$ cat src/rtl/sequence_player.sv
// Plays the stored Simon colour sequence to the LED driver, oldest colour first,
// with fixed lit/dark timing, and pulses done once the final gap has elapsed.
module sequence_player #(
    parameter int ON_CYCLES  = 25_000_000,
    parameter int OFF_CYCLES = 12_500_000,
    parameter int MAX_LEN    = 32
) (
    input  logic                   clk,
    input  logic                   reset,
    input  logic                   start,
    input  logic [5:0]             round_len,
    input  logic [MAX_LEN:0][1:0]  segment,
    output logic                   busy,
    output logic                   led_on,
    output logic [1:0]             led_colour,
    output logic                   done
);

    localparam int TMAX = (ON_CYCLES > OFF_CYCLES) ? ON_CYCLES : OFF_CYCLES;
    localparam int TW   = $clog2(TMAX + 1);
    localparam logic [TW-1:0] ON_LAST   = TW'(ON_CYCLES - 1);
    localparam logic [TW-1:0] OFF_LAST  = TW'(OFF_CYCLES - 1);
    localparam logic [5:0]    MAX_LEN_V = 6'(MAX_LEN);

    typedef enum logic [1:0] {
        IDLE = 2'd0,
        SHOW = 2'd1,
        GAP  = 2'd2,
        FIN  = 2'd3
    } state_t;

    state_t          state_q, state_d;
    logic [5:0]      idx_q, idx_d;
    logic [TW-1:0]   timer_q, timer_d;
    logic [1:0]      colour_q, colour_d;
    logic            busy_q, busy_d;
    logic            led_on_q, led_on_d;
    logic            done_q, done_d;
    logic [5:0]      len_s;

    // Next-state, index, timer and captured-colour logic.
    always_comb begin
        state_d  = state_q;
        idx_d    = idx_q;
        timer_d  = timer_q;
        colour_d = colour_q;
        len_s    = (round_len > MAX_LEN_V) ? MAX_LEN_V : round_len;
        case (state_q)
            IDLE: begin
                if (start) begin
                    if (len_s == 6'd0) begin
                        state_d = FIN;
                    end else begin
                        state_d  = SHOW;
                        idx_d    = len_s;
                        timer_d  = '0;
                        colour_d = segment[len_s];
                    end
                end else begin
                    state_d = IDLE;
                end
            end
            SHOW: begin
                // Colour was latched on entry, so store writes here cannot disturb it.
                if (timer_q == ON_LAST) begin
                    state_d  = GAP;
                    timer_d  = '0;
                    colour_d = 2'b00;
                end else begin
                    timer_d = timer_q + TW'(1);
                end
            end
            GAP: begin
                if (timer_q == OFF_LAST) begin
                    timer_d = '0;
                    if (idx_q == 6'd1) begin
                        state_d = FIN;
                    end else begin
                        state_d  = SHOW;
                        idx_d    = idx_q - 6'd1;
                        colour_d = segment[idx_q - 6'd1];
                    end
                end else begin
                    timer_d = timer_q + TW'(1);
                end
            end
            FIN: begin
                state_d = IDLE;
            end
            default: begin
                state_d = IDLE;
            end
        endcase
        busy_d   = (state_d == SHOW) || (state_d == GAP);
        led_on_d = (state_d == SHOW);
        done_d   = (state_d == FIN);
    end

    // State and registered outputs; reset is synchronous and active-low.
    always_ff @(posedge clk) begin
        if (!reset) begin
            state_q  <= IDLE;
            idx_q    <= 6'd0;
            timer_q  <= '0;
            colour_q <= 2'b00;
            busy_q   <= 1'b0;
            led_on_q <= 1'b0;
            done_q   <= 1'b0;
        end else begin
            state_q  <= state_d;
            idx_q    <= idx_d;
            timer_q  <= timer_d;
            colour_q <= colour_d;
            busy_q   <= busy_d;
            led_on_q <= led_on_d;
            done_q   <= done_d;
        end
    end

    assign busy       = busy_q;
    assign led_on     = led_on_q;
    assign led_colour = colour_q;
    assign done       = done_q;

endmodule

$ cat config.mk
export PLATFORM = sky130hd
export DESIGN_NAME = sequence_player
export DESIGN_NICKNAME = d
export VERILOG_FILES = /design/src/rtl/sequence_player.sv
export SDC_FILE = /design/constraint.sdc
export NUM_CORES = 1
export LEC_CHECK = 0
export ABC_AREA = 0
export CELL_PAD_IN_SITES_DETAIL_PLACEMENT = 1
export CELL_PAD_IN_SITES_GLOBAL_PLACEMENT = 1
export CORE_ASPECT_RATIO = 1.25
export CORE_MARGIN = 2
export CORE_UTILIZATION = 34
export DETAILED_ROUTE_END_ITERATION = 8
export PLACE_DENSITY = 0.77
export SETUP_SLACK_MARGIN = 0.3
export SYNTH_ARGS = -nofsm -noshare
export SYNTH_HDL_FRONTEND = slang
export SYNTH_SLANG_ARGS = --single-unit
$ cat constraint.sdc
create_clock -name clk -period 2.9 [get_ports clk]
set_input_delay 0.435 -clock clk [delete_from_list [all_inputs] [get_ports clk]]
set_output_delay 0.435 -clock clk [all_outputs]
set_load 0.005 [all_outputs]
# After elaboration in Yosys (flattened, before gate mapping)
# Cells that the tools add are included.
# W data, S select, Z words.
[op_classes]
addsub = 2
magnitude_cmp = 3
eq_ne = 14
muxes = 27
n_reduce_logical = 8
[op_table]
columns = ["operator", "n"]
rows = [
  ["$mux W25", 4],
  ["$pmux W25 S3", 1],
  ["$mux W6", 5],
  ["$add A25 B1 Y25 const B", 1],
  ["$eq A25 B24 Y1 const B", 1],
  ["$eq A25 B25 Y1 const B", 1],
  ["$bmux W2 S6", 2],
  ["$mux W2", 12],
  ["$lt A6 B7 Y1 const B", 2],
  ["$pmux W6 S2", 1],
  ["$ne A2 B2 Y1 const B", 5],
  ["$eq A2 B2 Y1 const B", 4],
  ["$pmux W2 S4", 1],
  ["$eq A6 B1 Y1 const B", 1],
  ["$gt A6 B6 Y1 const B", 1],
  ["$logic_not A6 Y1", 1],
  ["$pmux W2 S3", 1],
  ["$reduce_and A6 Y1", 1],
  ["$sub A6 B1 Y6 const B", 1],
  ["$reduce_and A5 Y1", 1],
  ["$eq A2 B1 Y1 const B", 2],
  ["$reduce_and A3 Y1", 1],
  ["$reduce_bool A3 Y1", 1],
  ["$logic_not A2 Y1", 1],
  ["other kinds (2)", 2],
]
[word_totals]
register_bits = 38

# Depth between registers and ports, before layout
[depth]
ltp_word = 8
depth_mapped = 11
depth_no_buf = 10

# Worst setup path before layout
# OpenSTA, ideal clock, no wires.
[synth_timing]
kind = "reg-to-reg"
startpoint = "reg idx_q[0]"
endpoint = "reg colour_q[1], in the netlist led_colour[1]"
arrival_time_ns = 2.568
required_time_ns = 2.769
setup_slack_ns = 0.201
stages_incl_launch_ff = 10
n_path_buf = 1
path_cell_list = "dfxtp_1 buf_2 inv_1 ha_1 xor2_4 mux4_1 and2_0 a2111oi_0 o311a_1 o32ai_1"
[synth_between]
elab_chain_len = 6
word_cells_on_any_way = 9
[synth_lines]
columns = ["element", "line_no", "rtl"]
rows = [
  ["start: declaration", "33", "logic [5:0] idx_q, idx_d;"],
  ["start signal: assignment", "111", "idx_q <= idx_d;"],
  ["$sub A6 B1 Y6", "81", "colour_d = segment[idx_q - 6'd1];"],
  ["$bmux W2 S6", "81", ""],
  ["$mux W2 (implied by the code)", "81", ""],
  ["$mux W2", "76", "if (idx_q == 6'd1) begin"],
  ["$mux W2", "74", "if (timer_q == OFF_LAST) begin"],
  ["$pmux W2 S3", "48", "case (state_q)"],
  ["end signal: assignment", "113", "colour_q <= colour_d;"],
  ["end: declaration", "35", "logic [1:0] colour_q, colour_d;"],
]
# Several ways; a longest one is shown, not always the timed one. The select of a mux whose other input is x is not followed.
# A chain may end at the register's enable or synchronous reset.

# Worst setup path after layout
[layout_timing]
startpoint = "in round_len[0]"
endpoint = "reg colour_q[0], in the netlist led_colour[0]"
[layout_between]
elab_chain_len = 7
word_cells_on_any_way = 10
[layout_lines]
columns = ["element", "line_no", "rtl"]
rows = [
  ["start: declaration", "11", "input logic [5:0] round_len,"],
  ["$gt A6 B6 Y1", "47", "len_s = (round_len > MAX_LEN_V) ? MAX_LEN_V : round_len;"],
  ["$mux W6 *", "47", ""],
  ["$bmux W2 S6", "57", "colour_d = segment[len_s];"],
  ["$mux W2 (implied by the code)", "57", ""],
  ["$mux W2", "51", "if (len_s == 6'd0) begin"],
  ["$mux W2", "50", "if (start) begin"],
  ["$pmux W2 S3", "48", ""],
]
# Mark *: on every way between the ends. The rest lies on a longest branch, timed or not. The select of a mux whose other input is x is not followed.

==> results_dict.tcl <==
set metrics [dict create \
    synthMuxAreaShare_pct 20.28 \
    synth_xor_area_share_pct 7.853 \
    hold_violations 0 \
    clkLatencyLatePin_ns 0.28 \
    drt_iter0_drc 99 \
    synth_fa_ha_area_share_pct 2.977 \
    antenna_found_initial 0 \
    required_ns 3.05 \
    synthFlopType "dfxtp_1" \
    die_h_um 115.2 \
    synth_top_family_by_area "simple AND/OR/NAND/NOR gates" \
    grt_max_degree 25 \
    portBuffers 79 \
    grt_pass1_vias 3598 \
    finalSetupViolCount 0 \
    start_util_pct 34.99 \
    dp_hpwl_mm 8.975 \
    busiest_layer "met2" \
    final-max-slew-violation-count 0 \
    h-tree-depth 2 \
    synth.distinct_cells 63 \
    syn_to_final_growth_pct 35.13 \
    relSlewSlack_pct 58.07 \
    cp.arrival_ns 2.70 \
    synth_edf_count 0 \
    reg2reg_depth 10 \
    end_kind "flip-flop" \
    num_io_pins 80 \
    status "complete, no violations" \
    synth-compound-area-share_pct 16.11 \
    max_cap_viol_count 0 \
    gp_congestion 0.8610 \
    grt.met1_usage_pct 23.61 \
    clk_path_buf_depth 2 \
    synth-simple-area-share_pct 24.67 \
    fmaxAchievable_mhz 392.4 \
    syn_avg_cell_area_um2 8.847 \
    final_cell_mix "clkdlybuf4s50_1, nand2_1, nor2_1, dfxtp_1, buf_4" \
    ys_seq_elements 38 \
    netlist_area_um2 3362 \
    synth-async-reset-ratio_pct 0 \
    post_drt_wl_per_cell_um 19.40 \
    path_class "in -> reg" \
    overflow 0 \
    final_common_cell "clkdlybuf4s50_1" \
    fin_nets 548 \
    rows 40 \
    core-area_um2 9609 \
    worst_hold_slack_ns 0.4831 \
    dp_slack_ns -0.04390 \
    worstPathMaxFanout 17 \
    num_vias 3312 \
    root_buffer "clkbuf_16" \
    netlist_instances 380 \
    clkTransAtPathRegs_ns 0.05 \
    synth_nets 463 \
    yosysSeqAreaShare_pct 22.63 \
    post-route-min-period_ns 2.549 \
    cts_hold_buf 0 \
    grt_pass1_wl_mm 18.33 \
    grtUsageMet2_pct 42.32 \
    antenna_cells 0 \
    tightestPinTransition_ns 0.6290 \
    fin_setup_tns_ns 0 \
    fin_crit_sh_pct 87.88 \
    min_path_cells 2 \
    fin_util_pct 47.28 \
    skew_ns 0.004044 \
    die_area_um2 10700 \
    avgViaCountPerCell 5.595 \
    dpl.cell_count 580 \
    hold_path.class "reg -> reg" \
    ir_worst_vdd_v 0.0003741 \
    grt_use_met3_pct 2.621 \
    cts.sinks 38 \
    rsz0062_at_grt "yes" \
    ant_nets 0 \
    cts_tree "yes" \
    critPathLaunchType "primary input" \
    leakage_uw 0.001588 \
    yosysWarningCount 0 \
    worst_slack_ns 0.3514 \
    powerDensity_nw_per_um2 372.7 \
    cts_buffers 5 \
    layout-drive-gt1-share_pct 16.31 \
    first_pass_iters 4 \
    gr-usage-all-layers_pct 21.60 \
    drc 0 \
    fin_cells 592 \
    wirelength_mm 11.48 \
    die_x_um 92.94 \
    fillers 1136 \
]
==> sequential cells by signal (all words and copies together) (netlist names) <==
signal	count
led_colour	2
busy	1
idx_q	6
led_on	1
state_q	2
done	1
timer_q	25
==> cells in the mapped netlist (9+ instances only) <==
cell      n  area share, %
a21oi_1  18            2.7
buf_2     9            1.3
dfxtp_1  38             23
inv_1     9            1.0
mux2i_1  19            5.7
mux4_2   16             11
nand2_1  42            4.7
nand3_1   9            1.3
nor2_1   40            4.5
nor3_1   12            1.8
xnor2_1  13            3.4
xor2_1   14            3.6
==> metrics by stage <==
stage / area [um^2] / total power (uW)
2_1_floorplan: 3371 / 898.6
3_3_place_gp: 4318 / 1124
3_5_place_dp: 4318 / 1137
4_1_cts: 4479 / 1692
5_1_grt: 4543 / 1769
6_report: 4543 / 1693
==> report_power, final <==
part	switching (uW)	internal, uW
Sequential	15.3	536
Clock	197	340
Combinational	287	317
==> critical path, cell delays in order <==
cell	delay [ns]
clkdlybuf4s50_1	0.51
nor2b_1	0.25
buf_12	0.20
mux2i_1	0.24
nor3_1	0.06
or4_1	0.55
a221oi_1	0.32
o32ai_1	0.14
==> what timing repair did <==
item,CTS,global route
gates cloned,0,1
resized for setup,7,8
setup buffers,0,3
pin swaps,1,2
setup endpoints to repair,4,32
==> area by class of cell <==
| class | instances | area (um^2) | share of cell area [%] |
|---|---|---|---|
| flip-flops and latches | 38 | 762.0 | 16.77 |
| multi-input cells | 310 | 2470 | 54.37 |
| clock buffers | 7 | 142.6 | 3.140 |
| clock inverters | 1 | 5.005 | 0.1102 |
| inverters | 9 | 33.78 | 0.7436 |
| well taps | 126 | 157.7 | 3.470 |
| repair buffers | 101 | 972.2 | 21.40 |
==> kinds of logic (layout without fill, tap and decap cells) <==
logic type,Yosys count,count (layout)
and+or+nand+nor,162,162
AOI/OAI and AO/OA,67,68
muxes,44,44
DFF,38,38
buffers and inverters,33,118
xor gates and xnor gates,28,28
adders and majority gates,8,8
==> routing by layer <==
layer	share of wire, %	up-vias
li1	-	1574
met1	39	1621
met2	54	93
met3	3.9	24
met4	2.9	0
met5	0	-
==> path summary, 6_finish.rpt <==
kind	startpoint	endpoint	slack, ns
hold / removal	led_colour[1]	led_colour[1]	0.48
setup / recovery	round_len[0]	led_colour[0]	0.35
hold reg to reg	led_colour[1]	led_colour[1]	0.48
setup reg to reg	idx_q[0]	led_colour[1]	0.36
Note: power is estimated with default switching activity, not from simulation.
